<file path="src/rtl/ctrl_pkg.sv">
// ctrl_pkg: shared encodings for the LEGv8 control sequencer (states, PS/FS, opcodes, conds, control-word layout).
package ctrl_pkg;
    typedef enum logic [2:0] {S_FETCH, S_EXEC, S_LDWB, S_HALT, S_ERR} state_t;
    typedef enum logic [1:0] {N_FETCH, N_LDWB, N_HALT, N_ERR} nxt_t;
    localparam logic [1:0] PS_HOLD = 2'b00, PS_INC = 2'b01, PS_LOAD = 2'b10;
    localparam logic [4:0] FS_AND = 5'b00000, FS_ORR = 5'b00100, FS_ADD = 5'b01000;
    localparam logic [4:0] FS_SUB = 5'b01001, FS_EOR = 5'b01100, FS_PASSB = 5'b10100;
    localparam logic [10:0] OP_ADD = 11'b10001011000, OP_SUB = 11'b11001011000;
    localparam logic [10:0] OP_AND = 11'b10001010000, OP_ORR = 11'b10101010000;
    localparam logic [10:0] OP_EOR = 11'b11001010000, OP_ADDS = 11'b10101011000;
    localparam logic [10:0] OP_SUBS = 11'b11101011000, OP_LDUR = 11'b11111000010;
    localparam logic [10:0] OP_STUR = 11'b11111000000, OP_BR = 11'b11010110000;
    localparam logic [9:0] OP_ADDI = 10'b1001000100, OP_SUBI = 10'b1101000100;
    localparam logic [7:0] OP_CBZ = 8'b10110100, OP_CBNZ = 8'b10110101, OP_BCOND = 8'b01010100;
    localparam logic [5:0] OP_B = 6'b000101;
    localparam logic [3:0] C_EQ = 4'h0, C_NE = 4'h1, C_HS = 4'h2, C_LO = 4'h3, C_MI = 4'h4;
    localparam logic [3:0] C_PL = 4'h5, C_VS = 4'h6, C_VC = 4'h7, C_HI = 4'h8, C_LS = 4'h9;
    localparam logic [3:0] C_GE = 4'hA, C_LT = 4'hB, C_GT = 4'hC, C_LE = 4'hD;
    localparam int CW_PS = 30, CW_DA = 25, CW_SA = 20, CW_SB = 15, CW_FS = 10;
    localparam int CW_REGW = 9, CW_RAMW = 8, CW_EN_MEM = 7, CW_EN_ALU = 6, CW_EN_B = 5;
    localparam int CW_EN_PC = 4, CW_SELB = 3, CW_PCSEL = 2, CW_SL = 1;

    // f is {V,C,N,Z}; 1110 and 1111 both mean always
    function automatic logic cond_met(input logic [3:0] c, input logic [3:0] f);
        logic v, cf, n, z;
        {v, cf, n, z} = f;
        case (c)
            C_EQ: return z;
            C_NE: return !z;
            C_HS: return cf;
            C_LO: return !cf;
            C_MI: return n;
            C_PL: return !n;
            C_VS: return v;
            C_VC: return !v;
            C_HI: return cf && !z;
            C_LS: return !(cf && !z);
            C_GE: return n == v;
            C_LT: return n != v;
            C_GT: return !z && (n == v);
            C_LE: return !(!z && (n == v));
            default: return 1'b1;
        endcase
    endfunction
endpackage

</file>
<file path="src/rtl/ctrl_decoder.sv">
// ctrl_decoder: combinational decode of IR into control word, K and next-state class.
// CTRL_BCOND_EN adds ADDS/SUBS (flag-setting) and B.cond; otherwise they decode as illegal.
module ctrl_decoder
    import ctrl_pkg::*;
(
    input  logic [31:0] ir,
    input  logic [2:0]  state,
    input  logic [3:0]  flags,
    input  logic [3:0]  status,
    output logic [31:0] cw,
    output logic [63:0] k,
    output logic [1:0]  nxt
);
    logic [10:0] op11;
    logic [4:0] rd, rn, rm, r_fs;
    logic [63:0] k_mem, k_cb, k_b;
    logic is_flagset, is_bcond, is_r, is_imm, unused;
    assign op11 = ir[31:21];
    assign rd = ir[4:0];
    assign rn = ir[9:5];
    assign rm = ir[20:16];
    assign k_mem = {{55{ir[20]}}, ir[20:12]};
    assign k_cb = {{45{ir[23]}}, ir[23:5]};
    assign k_b = {{38{ir[25]}}, ir[25:0]};
`ifdef CTRL_BCOND_EN
    assign is_flagset = op11 == OP_ADDS || op11 == OP_SUBS;
    assign is_bcond = ir[31:24] == OP_BCOND;
    assign unused = ^status[3:1];
`else
    assign is_flagset = 1'b0;
    assign is_bcond = 1'b0;
    assign unused = ^{flags, status[3:1]};
`endif
    assign is_r = op11 == OP_ADD || op11 == OP_SUB || op11 == OP_AND || op11 == OP_ORR
                  || op11 == OP_EOR || is_flagset;
    assign is_imm = ir[31:22] == OP_ADDI || ir[31:22] == OP_SUBI;
    assign r_fs = (op11 == OP_SUB || op11 == OP_SUBS) ? FS_SUB : op11 == OP_AND ? FS_AND :
                  op11 == OP_ORR ? FS_ORR : op11 == OP_EOR ? FS_EOR : FS_ADD;
    always_comb begin
        cw = '0;
        k = '0;
        nxt = N_FETCH;
        cw[CW_EN_PC] = state == S_EXEC || state == S_LDWB;
        if (state == S_LDWB) begin
            cw[CW_FS +: 5] = FS_ADD;
            cw[CW_SA +: 5] = rn;
            cw[CW_SELB] = 1'b1;
            k = k_mem;
            cw[CW_EN_MEM] = 1'b1;
            cw[CW_REGW] = 1'b1;
            cw[CW_DA +: 5] = rd;
            cw[CW_PS +: 2] = PS_INC;
        end else if (state == S_EXEC) begin
            if (ir == 32'h0) nxt = N_HALT;
            else if (is_r || is_imm) begin
                cw[CW_DA +: 5] = rd;
                cw[CW_SA +: 5] = rn;
                cw[CW_SB +: 5] = rm;
                cw[CW_FS +: 5] = is_imm ? (ir[30] ? FS_SUB : FS_ADD) : r_fs;
                cw[CW_EN_ALU] = 1'b1;
                cw[CW_EN_B] = 1'b1;
                cw[CW_REGW] = 1'b1;
                cw[CW_SELB] = is_imm;
                cw[CW_SL] = is_flagset;
                cw[CW_PS +: 2] = PS_INC;
                k = is_imm ? {52'b0, ir[21:10]} : 64'b0;
            end else if (op11 == OP_LDUR || op11 == OP_STUR) begin
                cw[CW_FS +: 5] = FS_ADD;
                cw[CW_SA +: 5] = rn;
                cw[CW_SELB] = 1'b1;
                k = k_mem;
                cw[CW_EN_ALU] = op11 == OP_LDUR;
                cw[CW_SB +: 5] = op11 == OP_STUR ? rd : 5'd0;
                cw[CW_EN_B] = op11 == OP_STUR;
                cw[CW_RAMW] = op11 == OP_STUR;
                cw[CW_PS +: 2] = op11 == OP_STUR ? PS_INC : PS_HOLD;
                nxt = op11 == OP_LDUR ? N_LDWB : N_FETCH;
            end else if (ir[31:26] == OP_B) begin
                k = k_b;
                cw[CW_PS +: 2] = PS_LOAD;
            end else if (ir[31:24] == OP_CBZ || ir[31:24] == OP_CBNZ) begin
                cw[CW_SB +: 5] = rd;
                cw[CW_FS +: 5] = FS_PASSB;
                cw[CW_EN_B] = 1'b1;
                k = k_cb;
                // bit 24 distinguishes CBNZ, inverting the sense of Z
                cw[CW_PS +: 2] = (status[0] ^ ir[24]) ? PS_LOAD : PS_INC;
            end else if (is_bcond) begin
                k = k_cb;
                cw[CW_PS +: 2] = cond_met(ir[3:0], flags) ? PS_LOAD : PS_INC;
            end else if (op11 == OP_BR) begin
                cw[CW_SA +: 5] = rn;
                cw[CW_PCSEL] = 1'b1;
                cw[CW_PS +: 2] = PS_LOAD;
            end else nxt = N_ERR;
        end
        cw[CW_REGW] = cw[CW_REGW] && cw[CW_DA +: 5] != 5'd31;
    end
endmodule

</file>
<file path="src/rtl/ctrl_sequencer.sv">
// ctrl_sequencer: multi-cycle LEGv8 control unit holding state, IR, sticky status and the optional
// flag latch (present only with CTRL_BCOND_EN).
module ctrl_sequencer
    import ctrl_pkg::*;
(
    input  logic        clock,
    input  logic        reset,
    input  logic        run,
    input  logic [31:0] instruction,
    input  logic [3:0]  status,
    output logic [31:0] controlWord,
    output logic [63:0] k,
    output logic        halted,
    output logic        illegal
);
    state_t state, next;
    logic [31:0] ir;
    logic [3:0] flags;
    logic [1:0] nxt;
    ctrl_decoder u_dec (
        .ir(ir), .state(state), .flags(flags), .status(status),
        .cw(controlWord), .k(k), .nxt(nxt)
    );
    assign next = state == S_FETCH ? (run ? S_EXEC : S_FETCH) :
                  state == S_LDWB ? S_FETCH :
                  state != S_EXEC ? state :
                  nxt == N_LDWB ? S_LDWB : nxt == N_HALT ? S_HALT : nxt == N_ERR ? S_ERR : S_FETCH;
    always_ff @(posedge clock) begin
        if (reset) begin
            state <= S_FETCH;
            ir <= '0;
            halted <= 1'b0;
            illegal <= 1'b0;
        end else begin
            state <= next;
            if (state == S_FETCH && run) ir <= instruction;
            halted <= halted || next == S_HALT;
            illegal <= illegal || next == S_ERR;
        end
    end
`ifdef CTRL_BCOND_EN
    always_ff @(posedge clock) begin
        if (reset) flags <= '0;
        else if (state == S_EXEC && controlWord[CW_SL]) flags <= status;
    end
`else
    assign flags = 4'b0;
`endif
endmodule
</file>
<file path="config.mk">
export PLATFORM = sky130hd
export DESIGN_NAME = ctrl_sequencer
export DESIGN_NICKNAME = d
export VERILOG_FILES = /design/src/rtl/ctrl_pkg.sv /design/src/rtl/ctrl_decoder.sv /design/src/rtl/ctrl_sequencer.sv
export SDC_FILE = /design/constraint.sdc
export NUM_CORES = 1
export LEC_CHECK = 0
export ABC_CLOCK_PERIOD_IN_PS = 4500
export CORE_UTILIZATION = 43
export CTS_BUF_LIST = sky130_fd_sc_hd__clkbuf_4 sky130_fd_sc_hd__clkbuf_8
export DETAILED_ROUTE_END_ITERATION = 6
export PLACE_DENSITY = 0.79
export SYNTH_ARGS = -nofsm -noshare
export SYNTH_HDL_FRONTEND = slang
export SYNTH_SLANG_ARGS = --single-unit
</file>
<file path="constraint.sdc">
create_clock -name clock -period 4.5 [get_ports clock]
set_input_delay 0.9 -clock clock [delete_from_list [all_inputs] [get_ports clock]]
set_output_delay 0.9 -clock clock [all_outputs]
set_load 0.05 [all_outputs]
</file>
# Word level (Yosys, flattened, before mapping)
# Index checks and enable logic that the tools add are counted.
# word_totals
reg_bits	37
in_bits	39
out_inout_bits	98
# op_classes
eq_ne	23
mux	74
bitwise_logic	1
reduce_logical	16
# ops
operator	n
2-to-1 mux 64 bit	7
equality test 11 bit, second input constant	9
2-to-1 mux 24 bit	2
2-to-1 mux 15 bit	3
2-to-1 mux 5 bit	9
2-to-1 mux 2 bit	19
logical NOT 32 bit	1
2-to-1 mux 3 bit	9
2-to-1 mux 12 bit	2
2-to-1 mux 1 bit	21
equality test 10 bit, second input constant	2
equality test 8 bit, second input constant	2
logical OR 1 bit	12
2-to-1 mux 10 bit	1
equality test 3 x 2 -> 1 bit, second input constant	2
equality test 6 x 3 -> 1 bit, second input constant	1
2-to-1 mux 6 bit	1
inequality test 5 bit, second input constant	1
equality test 2 bit, second input constant	2
equality test 3 x 1 -> 1 bit, second input constant	1
equality test 3 bit, second input constant	1
logical NOT 3 bit	1
inequality test 3 x 1 -> 1 bit, second input constant	1
equality test 2 x 1 -> 1 bit, second input constant	1
other kinds (2)	3

# Depth between registers and ports, before layout
# Gate-level depths: netlist of the first run.
# depth
depth_word	19
ltp_mapped	15
mapped_depth_nobuf	11

# Cells and area by module
# Synthesis of the first run repeated with hierarchy kept, for this count alone.
# unflattened
cells_unflattened	422
hier_area_um2	2967.8
# modules_own_cells
mod	instances	cells_each	area_each_um2	seq_area_each_um2
ctrl_decoder	1	255	1605.3	0.0
ctrl_sequencer	1	167	1362.6	740.7

# Worst setup path after synthesis of the first run
# Ideal clock, no wire load.
# synth_path
path_kind	register -> output
start	register ir[26]
end	output port k[26]
arrival_time_ns	3.769
t_required_ns	3.600
path_slack_ns	-0.169
path_stages_with_launch	8
path_cell_list	dfxtp_1 -> and4bb_1 -> nor3b_4 -> buf_6 -> a21o_2 -> a21oi_1 -> o21ai_1 -> buf_4
# synth_between
elab_chain_cells	10
elab_cells_between_ends	28
cone_classes	eq/ne (12); mux (7); reduce/logical (9)
# synth_lines
item	line	text
start: declaration	ctrl_sequencer.sv:17	logic [31:0] ir;
start signal: assignment	ctrl_sequencer.sv:36	if (state == S_FETCH && run) ir <= instruction;
branches (longest 7 deep; another with 2-to-1 mux 64 bit)	-	
2-to-1 mux 64 bit (*)	ctrl_decoder.sv:54	if (ir == 32'h0) nxt = N_HALT;
2-to-1 mux 64 bit (*)	ctrl_decoder.sv:53	end else if (state == S_EXEC) begin
2-to-1 mux 64 bit (*)	ctrl_decoder.sv:44	if (state == S_LDWB) begin
end: declaration	ctrl_sequencer.sv:12	output logic [63:0] k,
# Mark *: on every way between the ends.

# Worst setup path in the final report of the first run
# layout_path
start	register ir[31]
end	output port k[2]
# Same word-level chain as after synthesis.

==> results.md, run 1 <==
- The final routed DRC violation total is 0.
- The share of the synthesized netlist area taken by xor and xnor gates is less than 1%.
- The global routing stage identified its most utilized layer as met2.
- The aggregate global-route resource usage is 25.7%.
- The power density relative to cell area is 191 mW/mm^2.
- The share of total power consumed by net switching is between 30% and 40%.
- The number of pins exceeding their max-slew limit in the final report was 0.
- The layout overhead on the synthesized area is 49.8%.
- Summed over all nets, the switching power comes to 297 uW.
- The type of element capturing the critical path is an output port.
- The slew of the pin with the lowest slew margin is 1.17 ns.
- The clock period could shrink to 4.23 ns.
- Along the worst path, the maximum fanout reaches 28.
- Summing the areas of all compound-gate instances in the mapped netlist gives 26.4% of the synthesized area.
- Multiplexer cells account for 0% of the synthesized area.
- The share of total power dissipated in combinational logic is around 25%.
- The worst endpoint data arrival time is 3.33 ns.
- No sink is reached through more buffers than the 2 on the longest clock path.
- The highest cell delay on the worst timing path is ~0.89 ns.
- The critical path goes through and4b_1 > and4_1 > a222oi_1 > o21ai_0 > clkdlybuf4s50_1.
- The number of different library cells used by synthesis comes to 59.
- The die extent in x is 85.7 um.
- For this design, the sink count on the clock tree is 37.
- Setup violations remaining at the end of the flow were counted as 0.
- The mean post-synth cell area is roughly 7.3 um^2.
- In this run, synthesis produced a sequential element count of 37.
- In the post-synthesis netlist, the cell with the most instances is sky130_fd_sc_hd__nand2_1.
- The fraction of synthesis flops using an asynchronous set or reset pin is 0%.
- The starting density of the core is between 40 and 50%.
- The number of inserted diodes is 0.
- The start-to-end type of the worst setup path is flop to output port.
- The remaining global-route overflow is 0.
- After layout, the worst path uses 94.0% of the clock period.
- After detailed routing, the number of vias per cell comes to 5.70.
- The count of flip-flops with a built-in enable after synthesis is 0.
- At the worst endpoint, the required time is between 3 and 4 ns.
- Cells with a size suffix above 1 make up 15.6% of the layout.
- After synthesis, flip-flops and latches occupy 24.6% of the total area.
- After clock tree synthesis, the clock-pin slew on the worst setup and hold paths is 0.07 ns.
- The number of instances in the synthesized netlist is just over 400.
- The initial antenna violation count is 0.
- At the end of routability-driven placement, the weighted congestion stood at 0.900.
- Entering global routing, the biggest net connects 40 pins.
- The worst slack on hold paths is 0.492 ns.
- The die covers 0.00734 mm^2.
- The core region area is 0.00679 mm^2.
- The detail route stage leaves a number of antenna-violating nets equal to 0.
- The number of hold-repair buffers added at the cts stage is 0.
- The via count of the first global-routing pass is slightly above 3,000.
- The total length of routed wires is 9420 um.
- Post-CTS timing repair inserted 0 buffers for setup.
- Setup repair after global routing left no endpoint under its margin.
- Summing the areas of all fa, ha and maj instances in the mapped netlist gives 0.831% of the synthesized area.
- The area share of the leading cell type in the synthesized netlist is 24.6%.
- Among all flip-flop cells after synthesis, the most frequent one is sky130_fd_sc_hd__dfxtp_1.
- The total CTS buffers is 5.
- TritonCTS built the clock tree.
- From bottom edge to top edge, the die measures 85.7 um.
- The remaining max-slew budget at the tightest pin is a little over a fifth.
- The synthesized netlist occupies a cell area of between 0.003 and 0.004 mm^2.
- The count of endpoints failing hold in the final timing report is 0.
- The number of instances resized during post-cts repair is 0.
- The H-tree was split into 2 levels.
- The first global-routing pass estimated 15,200 um of wire.
- The clock power share is 29.1%.
- Summing over every cut layer, the via total after detailed routing is 3,318.
- Yosys printed 0 warnings.
- The type of the most critical hold path is flop to flop.
- Pin placement for this block handled roughly 140 I/O pins.
- The maximum clock frequency is ~0.24 GHz.
- The slowest stage of the critical path is the sky130_fd_sc_hd__clkdlybuf4s50_1 cell.
- The root buffer cell chosen for the clock tree is sky130_fd_sc_hd__clkbuf_8.
- The number of port buffers is 130.
- The wire length per cell after detailed routing is approximately 16 um.
- Sequential cells account for between 40% and 50% of the total power.
- After synthesis, the largest family of logic cells by area is simple AND/OR/NAND/NOR gates.
- In the global route stage, met2 resource usage came out at 42.4%.
- The floorplan has 30 rows.
- The first TritonRoute pass finished after 7 iterations.
- Yosys attributes the largest share of cell area to sky130_fd_sc_hd__dfxtp_1 (25%), sky130_fd_sc_hd__nand2_1 (12%), sky130_fd_sc_hd__buf_4 (11%).
- The design internal power is around 560 uW.
- The net count of the finished layout is around 530.
- Summed over all cells, the static leakage comes to roughly 0.0016 uW.
- Clock latency on the worst-skew pair, taken at its later pin, is 0.30 ns.
- Of all cell types, the one taking the most synthesized area is sky130_fd_sc_hd__dfxtp_1.
- The run finished with clean final reports.
- The met3 usage in global routing is 5.39%.
- The commonest cells after synthesis are sky130_fd_sc_hd__nand2_1 (95), sky130_fd_sc_hd__a21oi_1 (46), sky130_fd_sc_hd__buf_4 (44).
- The post-synthesis share of cell area spent on and, or, nand and nor gates is between 30% and 40%.
- The violation count after the first detailed-routing iteration is 557.
- The summed negative setup slack over all endpoints is 0 ns.
- Global routing used between 30% and 40% of the available met1 tracks.
- The number of maximum-capacitance constraint violations is 0.
- The detailed placement HPWL is roughly 7000 um.
- IR analysis of the VDD net gives a maximum drop of 203 uV.
- On the final layout, the worst clock skew is 0.00581 ns.
- STA classifies the critical path startpoint as a flop.
area by class of cell:
type / instances / area, um^2
sequential: 37 / 741
tap: 96 / 120
timing repair buffer: 136 / 1750
fill: 575 / 2280
clock buffer: 6 / 82.6
inverter: 9 / 33.8
clock inverter: 2 / 13.8
multi-input combinational: 296 / 1770
critical path, delay by kind of cell, from the launching register on:
family	cells	cell delay, ns
and+or+nand+nor	2	1.13
AOI/OAI and AO/OA	2	0.54
DFF	1	0.46
buffers and inverters	1	0.89
metrics by stage:
stage	area, um^2	utilization (%)	std cells	power [uW]	setup slack [ns]
floorplan	3020	-	415	533	0.684
global placement	4410	65.0	574	609	0.708
detailed placement	4410	65.0	574	614	0.650
CTS	4510	66.4	582	859	0.317
global route	4510	66.4	582	897	0.0869
finish	4510	66.4	582	862	0.270
power by group through the flow:
| stage | Combinational (uW) | Sequential (uW) | Clock, uW |
|---|---|---|---|
| finish | 217 | 394 | 251 |
| global route | 235 | 397 | 266 |
| CTS | 216 | 391 | 251 |
| detailed placement | 215 | 399 | 0 |
| global placement | 211 | 398 | 0 |
| floorplan | 156 | 377 | 0 |
sequential cells by signal, indices dropped and copies added, names as in the netlist:
register and count:
ir 32, halted 1, illegal 1, state 3
path summary, 6_finish.rpt:
path | from | to | cells past startpoint | slack, ns
setup / recovery | ir[31] | k[2] | 5 | 0.27
setup reg to reg | ir[30] | halted | 11 | 1.49
hold / removal | halted | halted | 2 | 0.49
hold reg to reg | halted | halted | 2 | 0.49
layout by cell type (no fill, tap or decap), types with 3 or more instances in the layout:
master and count:
sky130_fd_sc_hd__and2_1 11, sky130_fd_sc_hd__o21ai_1 16, sky130_fd_sc_hd__nand2_1 95, sky130_fd_sc_hd__nand4_1 7
sky130_fd_sc_hd__buf_12 40, sky130_fd_sc_hd__clkdlybuf4s50_1 91, sky130_fd_sc_hd__nor3_1 4, sky130_fd_sc_hd__nand3_1 4
sky130_fd_sc_hd__o21ai_0 10, sky130_fd_sc_hd__conb_1 3, sky130_fd_sc_hd__clkbuf_8 6, sky130_fd_sc_hd__a21boi_0 3
sky130_fd_sc_hd__nor2_1 12, sky130_fd_sc_hd__o221ai_1 6, sky130_fd_sc_hd__inv_1 8, sky130_fd_sc_hd__a222oi_1 10
sky130_fd_sc_hd__nand2b_1 6, sky130_fd_sc_hd__a221oi_1 8, sky130_fd_sc_hd__a21oi_1 46, sky130_fd_sc_hd__nor2b_1 5
sky130_fd_sc_hd__nor4_1 7, sky130_fd_sc_hd__dfxtp_1 37, sky130_fd_sc_hd__buf_4 5
per-layer routing:
layer	vias to the layer above	wire length (um)
met4	0	209
met3	23	987
met2	234	4440
met1	1500	3780
met5	-	0
li1	1561	-
kinds of logic after synthesis:
family | count (synthesis)
compound gates | 117
buf+inv | 82
flops | 37
other cells | 1
fa+ha+maj | 2
simple gates | 172
xor+xnor | 2
No activity file was read; power rests on OpenSTA's default activity.
==> run 2: changes to the inputs <==
--- a/config.mk
+++ b/config.mk
@@ -5,7 +5,7 @@
 export SDC_FILE = /design/constraint.sdc
 export NUM_CORES = 1
 export LEC_CHECK = 0
-export ABC_CLOCK_PERIOD_IN_PS = 4500
+export ABC_CLOCK_PERIOD_IN_PS = 4600
 export CORE_UTILIZATION = 43
 export CTS_BUF_LIST = sky130_fd_sc_hd__clkbuf_4 sky130_fd_sc_hd__clkbuf_8
 export DETAILED_ROUTE_END_ITERATION = 6
==> constraint.sdc (replaced) <==
create_clock -name clock -period 4.6 [get_ports clock]
set_input_delay 0.92 -clock clock [delete_from_list [all_inputs] [get_ports clock]]
set_output_delay 0.92 -clock clock [all_outputs]
set_load 0.05 [all_outputs]
==> results.md, run 2 (synthesized netlist as in run 1, its figures left out) <==
- Hold is met by 0.488 ns.
- The weighted congestion at the end of routability-driven global placement is 0.880.
- In the final routed layout, each cell accounts on average for about 16 um.
- The signal on the critical path passes through and4bb_1 > nor3b_4 > buf_4 > a21o_2 > a21oi_1 > o21ai_1 > clkdlybuf4s50_1.
- The power density relative to cell area is between 200 and 250 mW/mm^2.
- The most common cell after layout, fill and taps aside is sky130_fd_sc_hd__nand2_1.
- The worst register-to-register path has a depth of 11.
- The number of detailed-routing iterations run before antenna repair is 7.
- The register containing the most flip-flops in the final layout is ir.
- The flow ran to the end, and the final reports show no timing, DRC or antenna violations.
- The largest registers in the layout are ir x32, state x3.
- The worst hold path terminates at halted.
- The clock passes through at most 2 buffers.
- The number of maximum-capacitance constraint violations is 0.
- The clock net sink count is 37.
- The remaining antenna violation count after routing is 0.
- The wire length of the first global-routing pass is between 10,000 and 15,000 um.
- The worst setup path is launched from a flop.
- The critical path crosses 7 cells after its start point.
- Wires add up to 9310 um.
- The worst clock skew is 0.00671 ns.
- From left edge to right edge, the die measures about 86 um.
- After the last flow step, the layout net total stands at 525.
- The number of rows created at floorplan is 30.
- The I/O pin count is ~140.
- The aggregate global-route resource usage is between 20% and 30%.
- The final critical path takes up between 80% and 90% of the cycle.
- The number of hold-repair buffers added at the cts stage is 0.
- Compared with the post-synthesis result, the final layout area differs by 33.5%.
- The routed layout has 3,325 vias.
- The highest cell delay on the worst timing path is 0.84 ns.
- The worst hold path passes through 2 cells.
- The remaining max-slew budget at the tightest pin is 21.8%.
- Summed over all cells, the static leakage comes to 0.00147 uW.
- Clock-pin slew was measured on the worst setup and hold paths at 0.08 ns.
- Summed over all nets, the half-perimeter wirelength after detailed placement is roughly 7000 um.
- The clock tree from TritonCTS is built.
- The number of inserted diodes is 0.
- The library cells used most frequently in the layout, excluding fill and tap cells, are sky130_fd_sc_hd__nand2_1 (95), sky130_fd_sc_hd__clkdlybuf4s50_1 (91), sky130_fd_sc_hd__a21oi_1 (46).
- The number of pins exceeding their max-slew limit in the final report was 0.
- The startpoint of the tightest hold check path is halted.
- The type of element capturing the critical path is an output port.
- The maximum level of the CTS H-tree is 2.
- The latest clock arrival within the worst-skew pair is 0.30 ns.
- Entering global routing, the biggest net connects 40 pins.
- The path class of the tightest hold or removal check is flop to flop.
- The maximum clock frequency is 0.244 GHz.
- The startpoint of the worst register-to-register path is ir[23].
- For this block, the initial DRC count from the detailed router was 381.
- The via count of the first global-routing pass is 2,989.
- The post-route netlist has 15.5% of its cells at a drive strength greater than 1.
- The initial antenna violation count is 0.
- The count of endpoints failing hold in the final timing report was 0.
- The worst endpoint data arrival time is 3.18 ns.
- The via count normalized by instance count is about 5.7.
- The full die area is 0.00734 mm^2.
- The cell sitting at the root of the clock tree is a sky130_fd_sc_hd__clkbuf_8.
- The register with the most flip-flops in the layout has 32 of them.
- At the pin with the least slew margin, the transition time is 1.17 ns.
- The number of buffer and inverter stages on the critical path is 2.
- The count of buffers added on input and output ports is 130.
- Summing all multi-input logic gate instances after layout gives 0.00177 mm^2.
- The core region area is 0.00679 mm^2.
- The required time of the critical path is 3.68 ns.
- The layout has 662 filler cells.
- Measured on the finished design, the core utilization comes to 59.1%.
- The register-to-register setup slack is roughly 1.6 ns.
- The worst register-to-register path ends at halted.
- Summing all flip-flop and latch instances after layout gives 741 um^2.
- The final setup violation count is 0.
- The remaining global-route overflow is 0.
- The slowest cell on the critical path is sky130_fd_sc_hd__clkdlybuf4s50_1.
- Clock tree synthesis inserted a total of 5 buffers.
- The overall die height is 85.7 um.
- Setup repair after global routing left no endpoint under its margin.
- In the routed design, unresolved DRC markers number 0.
- The worst setup path is of the flop to output port kind.
- The number of instances resized during post-cts repair is 0.
- In this run the worst path has a maximum fanout of 16.
- Once the floorplan was initialized, standard cells occupied approximately 44% of the core.
- The summed negative setup slack over all endpoints is 0 ns.
- The post-CTS setup repair buffer count is 0.
- The smallest clock period supported by the final layout is computed as around 4.1 ns.
- The cell family with the largest share of critical-path delay is buffers and inverters.
- The maximum VDD drop is between 150 and 200 uV.
[run 2: cell count changes in the layout (fill, tap and decap cells not counted)]
cell	before	now
sky130_fd_sc_hd__buf_12	40	0
sky130_fd_sc_hd__clkinv_4	1	0
sky130_fd_sc_hd__clkbuf_8	6	5
sky130_fd_sc_hd__bufinv_16	0	1
sky130_fd_sc_hd__inv_6	0	1
sky130_fd_sc_hd__buf_4	5	44
[run 2: worst max-delay path by stage]
stage | slack, ns | to | from
final | 0.50 | k[24] | ir[26]
after global routing | 0.37 | k[24] | ir[26]
after CTS | 0.54 | k[24] | ir[26]
after detailed placement | 0.85 | k[24] | ir[26]
after global placement | 0.87 | controlWord[30] | status[0]
after floorplan | 0.76 | k[26] | ir[26]
[run 2: tightest hold or removal path, cell delays in order (launching register included)]
cell                      delay, ns
sky130_fd_sc_hd__dfxtp_1       0.34
sky130_fd_sc_hd__nor2_1        0.05
sky130_fd_sc_hd__nor2_1        0.07
[run 2: layout make-up]
type / instances / area share (%)
Clock buffer: 5 / 1.71
Clock inverter: 3 / 1.09
Inverter: 9 / 0.841
Multi-Input combinational cell: 296 / 44.0
Sequential cell: 37 / 18.4
Tap cell: 96 / 2.99
Timing Repair Buffer: 135 / 30.9
[run 2: report_power, final]
part           switching, uW  internal [uW]
combinational            122           81.3
clock                    124            162
sequential              44.6            341
[run 2: per-layer routing]
layer  GRT usage (%)  up-vias  share of wire [%]
li1                -     1558                  -
met1            33.6     1540                 43
met2            40.7      209                 46
met3            4.81       18                9.5
met4            9.70        0                1.7
met5               0        -                  0
[run 2: metrics by stage]
step	cells	worst slack (ns)	power, uW	cell area, um^2
4_1_cts	581	0.544	873	4020
6_report	581	0.499	875	4020
3_5_place_dp	573	0.849	593	3910
2_1_floorplan	415	0.764	522	3020
5_1_grt	581	0.368	911	4020
3_3_place_gp	573	0.868	587	3910
==> run 3: changes to the inputs <==
--- a/config.mk
+++ b/config.mk
@@ -9,6 +9,7 @@
 export CORE_UTILIZATION = 43
 export CTS_BUF_LIST = sky130_fd_sc_hd__clkbuf_4 sky130_fd_sc_hd__clkbuf_8
 export DETAILED_ROUTE_END_ITERATION = 6
+export MAX_ROUTING_LAYER = met4
 export PLACE_DENSITY = 0.79
 export SYNTH_ARGS = -nofsm -noshare
 export SYNTH_HDL_FRONTEND = slang
==> results.md, run 3 (synthesized netlist as in run 1, its figures left out) <==
- The latest clock arrival within the worst-skew pair is ~0.29 ns.
- The total length of routed wires is 9330 um.
- The overall die height is 85.7 um.
- The depth of the worst register-to-register path is 11.
- The first global-routing pass estimated 14,900 um of wire.
- The remaining global-route overflow is 0.
- The maximum level of the CTS H-tree is 2.
- The hold path depth is 2.
- The maximum VDD drop is 185 uV.
- ir holds more flip-flops than any other register.
- The number of inserted diodes is 0.
- The capturing point of the worst reg2reg path is halted.
- The highest cell delay on the worst timing path is 0.84 ns.
- The static leakage is 0.00146 uW.
- The aggregate global-route resource usage is 26.0%.
- The number of hold-repair buffers added at the cts stage is 0.
- Among all stages on the critical path, the largest delay is contributed by sky130_fd_sc_hd__clkdlybuf4s50_1.
- For the pin with the worst max-slew slack, the measured transition is 1.21 ns.
- Traced cell by cell, the critical path runs through o21ai_0 > nand4_1 > nor2b_4 > o211ai_2 > o221ai_1 > clkdlybuf4s50_1.
- The part of the cycle the worst path needs is approximately nine tenths.
- The number of pins exceeding their max-slew limit in the final report came to 0.
- At the worst endpoint, the required time is 3.68 ns.
- The post-CTS clock slew at the launch and capture registers of the worst setup and hold paths is 0.07 ns.
- The fraction of final layout cells with drive strength greater than 1 is between 15 and 20%.
- Buffers placed on the I/O ports in this run total between 100 and 150.
- Setup violations remaining at the end of the flow were counted as 0.
- The violation count after the first detailed-routing iteration is 497.
- The count of endpoints failing hold in the final timing report is 0.
- The flow ran to the end, but the final reports show violations.
- The number of maximum-capacitance constraint violations is 0.
- Timing would allow up to 0.241 GHz.
- The kind of launch point of the worst setup path is a flop.
- The top cell types in the final layout, fill and taps aside, are sky130_fd_sc_hd__nand2_1 (95), sky130_fd_sc_hd__clkdlybuf4s50_1 (91), sky130_fd_sc_hd__a21oi_1 (46).
- The remaining max-slew budget at the tightest pin is 19.4%.
- Before antenna repair, the detailed router went through 7 iterations.
- The most common cell after layout, fill and taps aside is sky130_fd_sc_hd__nand2_1.
- The type of the most critical hold path is flop to flop.
- The wire length per cell after detailed routing is 16.1 um.
- From synthesis to final layout, the design area changed by 33.2%.
- The power density relative to cell area is 211 mW/mm^2.
- The worst clock skew is between 0.002 and 0.003 ns.
- TritonCTS built the clock tree.
- In this run the post-CTS setup repair buffer count came out at 0.
- The detailed placement HPWL is 6840 um.
- Along the worst path, the maximum fanout reaches 14.
- The cell sitting at the root of the clock tree is a sky130_fd_sc_hd__clkbuf_8.
- The startpoint of the tightest hold check path is halted.
- 137 I/O pins were placed.
- Counting both buffers and inverters, the worst setup path holds a total of 1.
- The initial antenna violation count is 0.
- The register-to-register setup slack is about 1.5 ns.
- The initial utilization of the core area, before any placement, comes to 44.3%.
- The number of rows created at floorplan is 30.
- The via count of the first global-routing pass is 2,973.
- The number of instances resized during post-cts repair is 0.
- The die covers 0.00734 mm^2.
- In the final design database the tool counted 525 nets.
- The total of fill cells in the finished design is 656.
- The destination of the worst hold path is halted.
- Data on the critical path arrives at its endpoint at 3.23 ns.
- Setup repair after global routing left no endpoint under its margin.
- The remaining antenna violation count after routing is 0.
- The finished layout cell area is 0.00401 mm^2.
- The start-to-end type of the worst setup path is flop to output port.
- The register with the most flip-flops in the layout has 32 of them.
- On the critical path the largest part of the delay comes from buffers and inverters.
- The startpoint of the worst register-to-register path is ir[30].
- The via count normalized by instance count is 5.67.
- Setup total negative slack on the finished layout was measured at 0 ns.
- The final routed DRC violation total is 13.
- Routability-driven placement finished with a final weighted congestion of 0.867.
- After layout, the minimum clock period comes to 4.15 ns.
- The post-placement cell area is 0.00391 mm^2.
- Measured along the x axis, the die boundary spans 85.7 um.
- The via count is roughly 3,300.
- The largest registers in the layout are ir x32, state x3.
- In this run the deepest clock path goes through 2 buffers.
- Counting every sink on the clock net gives 37.
- The maximum number of pins on one net before global-route repair is 40.
- The core region is 0.00679 mm^2.
- The type of element capturing the critical path is an output port.
- The number of clock buffers added by TritonCTS is 5.
- The checks that failed: DRC.
==> run 3: changes by cell type in the layout (fill, tap and decap cells not counted) <==
cell,previous run,this run
sky130_fd_sc_hd__clkbuf_8,5,7
sky130_fd_sc_hd__clkinv_2,1,0
sky130_fd_sc_hd__bufinv_16,1,0
==> run 3: worst max path at each step <==
stage / from / end / slack, ns / depth (start not counted)
after CTS: ir[29] / k[9] / 0.50 / 6
final: ir[30] / k[11] / 0.45 / 6
after global placement: ir[31] / k[9] / 0.83 / 6
after floorplan: ir[26] / k[26] / 0.76 / 7
after detailed placement: ir[29] / k[9] / 0.82 / 6
after global routing: ir[30] / k[11] / 0.30 / 6
==> run 3: final cells by class <==
class | count | area [um^2] | area share, %
clock buffer | 7 | 96.3 | 2.40
tap | 96 | 120 | 3.00
clock inverter | 1 | 8.76 | 0.218
inverter | 9 | 33.8 | 0.842
multi-input combinational | 296 | 1770 | 44.1
sequential | 37 | 741 | 18.5
timing repair buffer | 135 | 1240 | 31.0
==> run 3: per-layer routing <==
metal / global-route usage, % / share of wire (%)
met3: 3.95 / 8.9
met2: 43.8 / 47
met1: 33.2 / 43
met5: - / 0
met4: 5.61 / 0.70
==> run 3: tightest hold or removal path, delay by kind of cell, from the launching register on <==
family	cells	cell delay (ns)
flip-flops	1	0.33
AND/OR/NAND/NOR	2	0.12
==> run 3: report_power, final <==
part	switching (uW)	internal [uW]	total [uW]
sequential	44.5	341	386
combinational	121	81.3	202
clock	121	138	259
==> run 3: stage by stage <==
step / std cells / setup WS (ns) / hold slack (ns) / util, % / power, uW
final: 581 / 0.446 / 0.488 / 59.0 / 847
after floorplan: 415 / 0.764 / 0.469 / - / 522
after global routing: 581 / 0.303 / 0.514 / 59.0 / 883
after global placement: 573 / 0.834 / 0.463 / 57.5 / 589
after detailed placement: 573 / 0.820 / 0.468 / 57.5 / 592
after CTS: 581 / 0.499 / 0.488 / 59.0 / 847
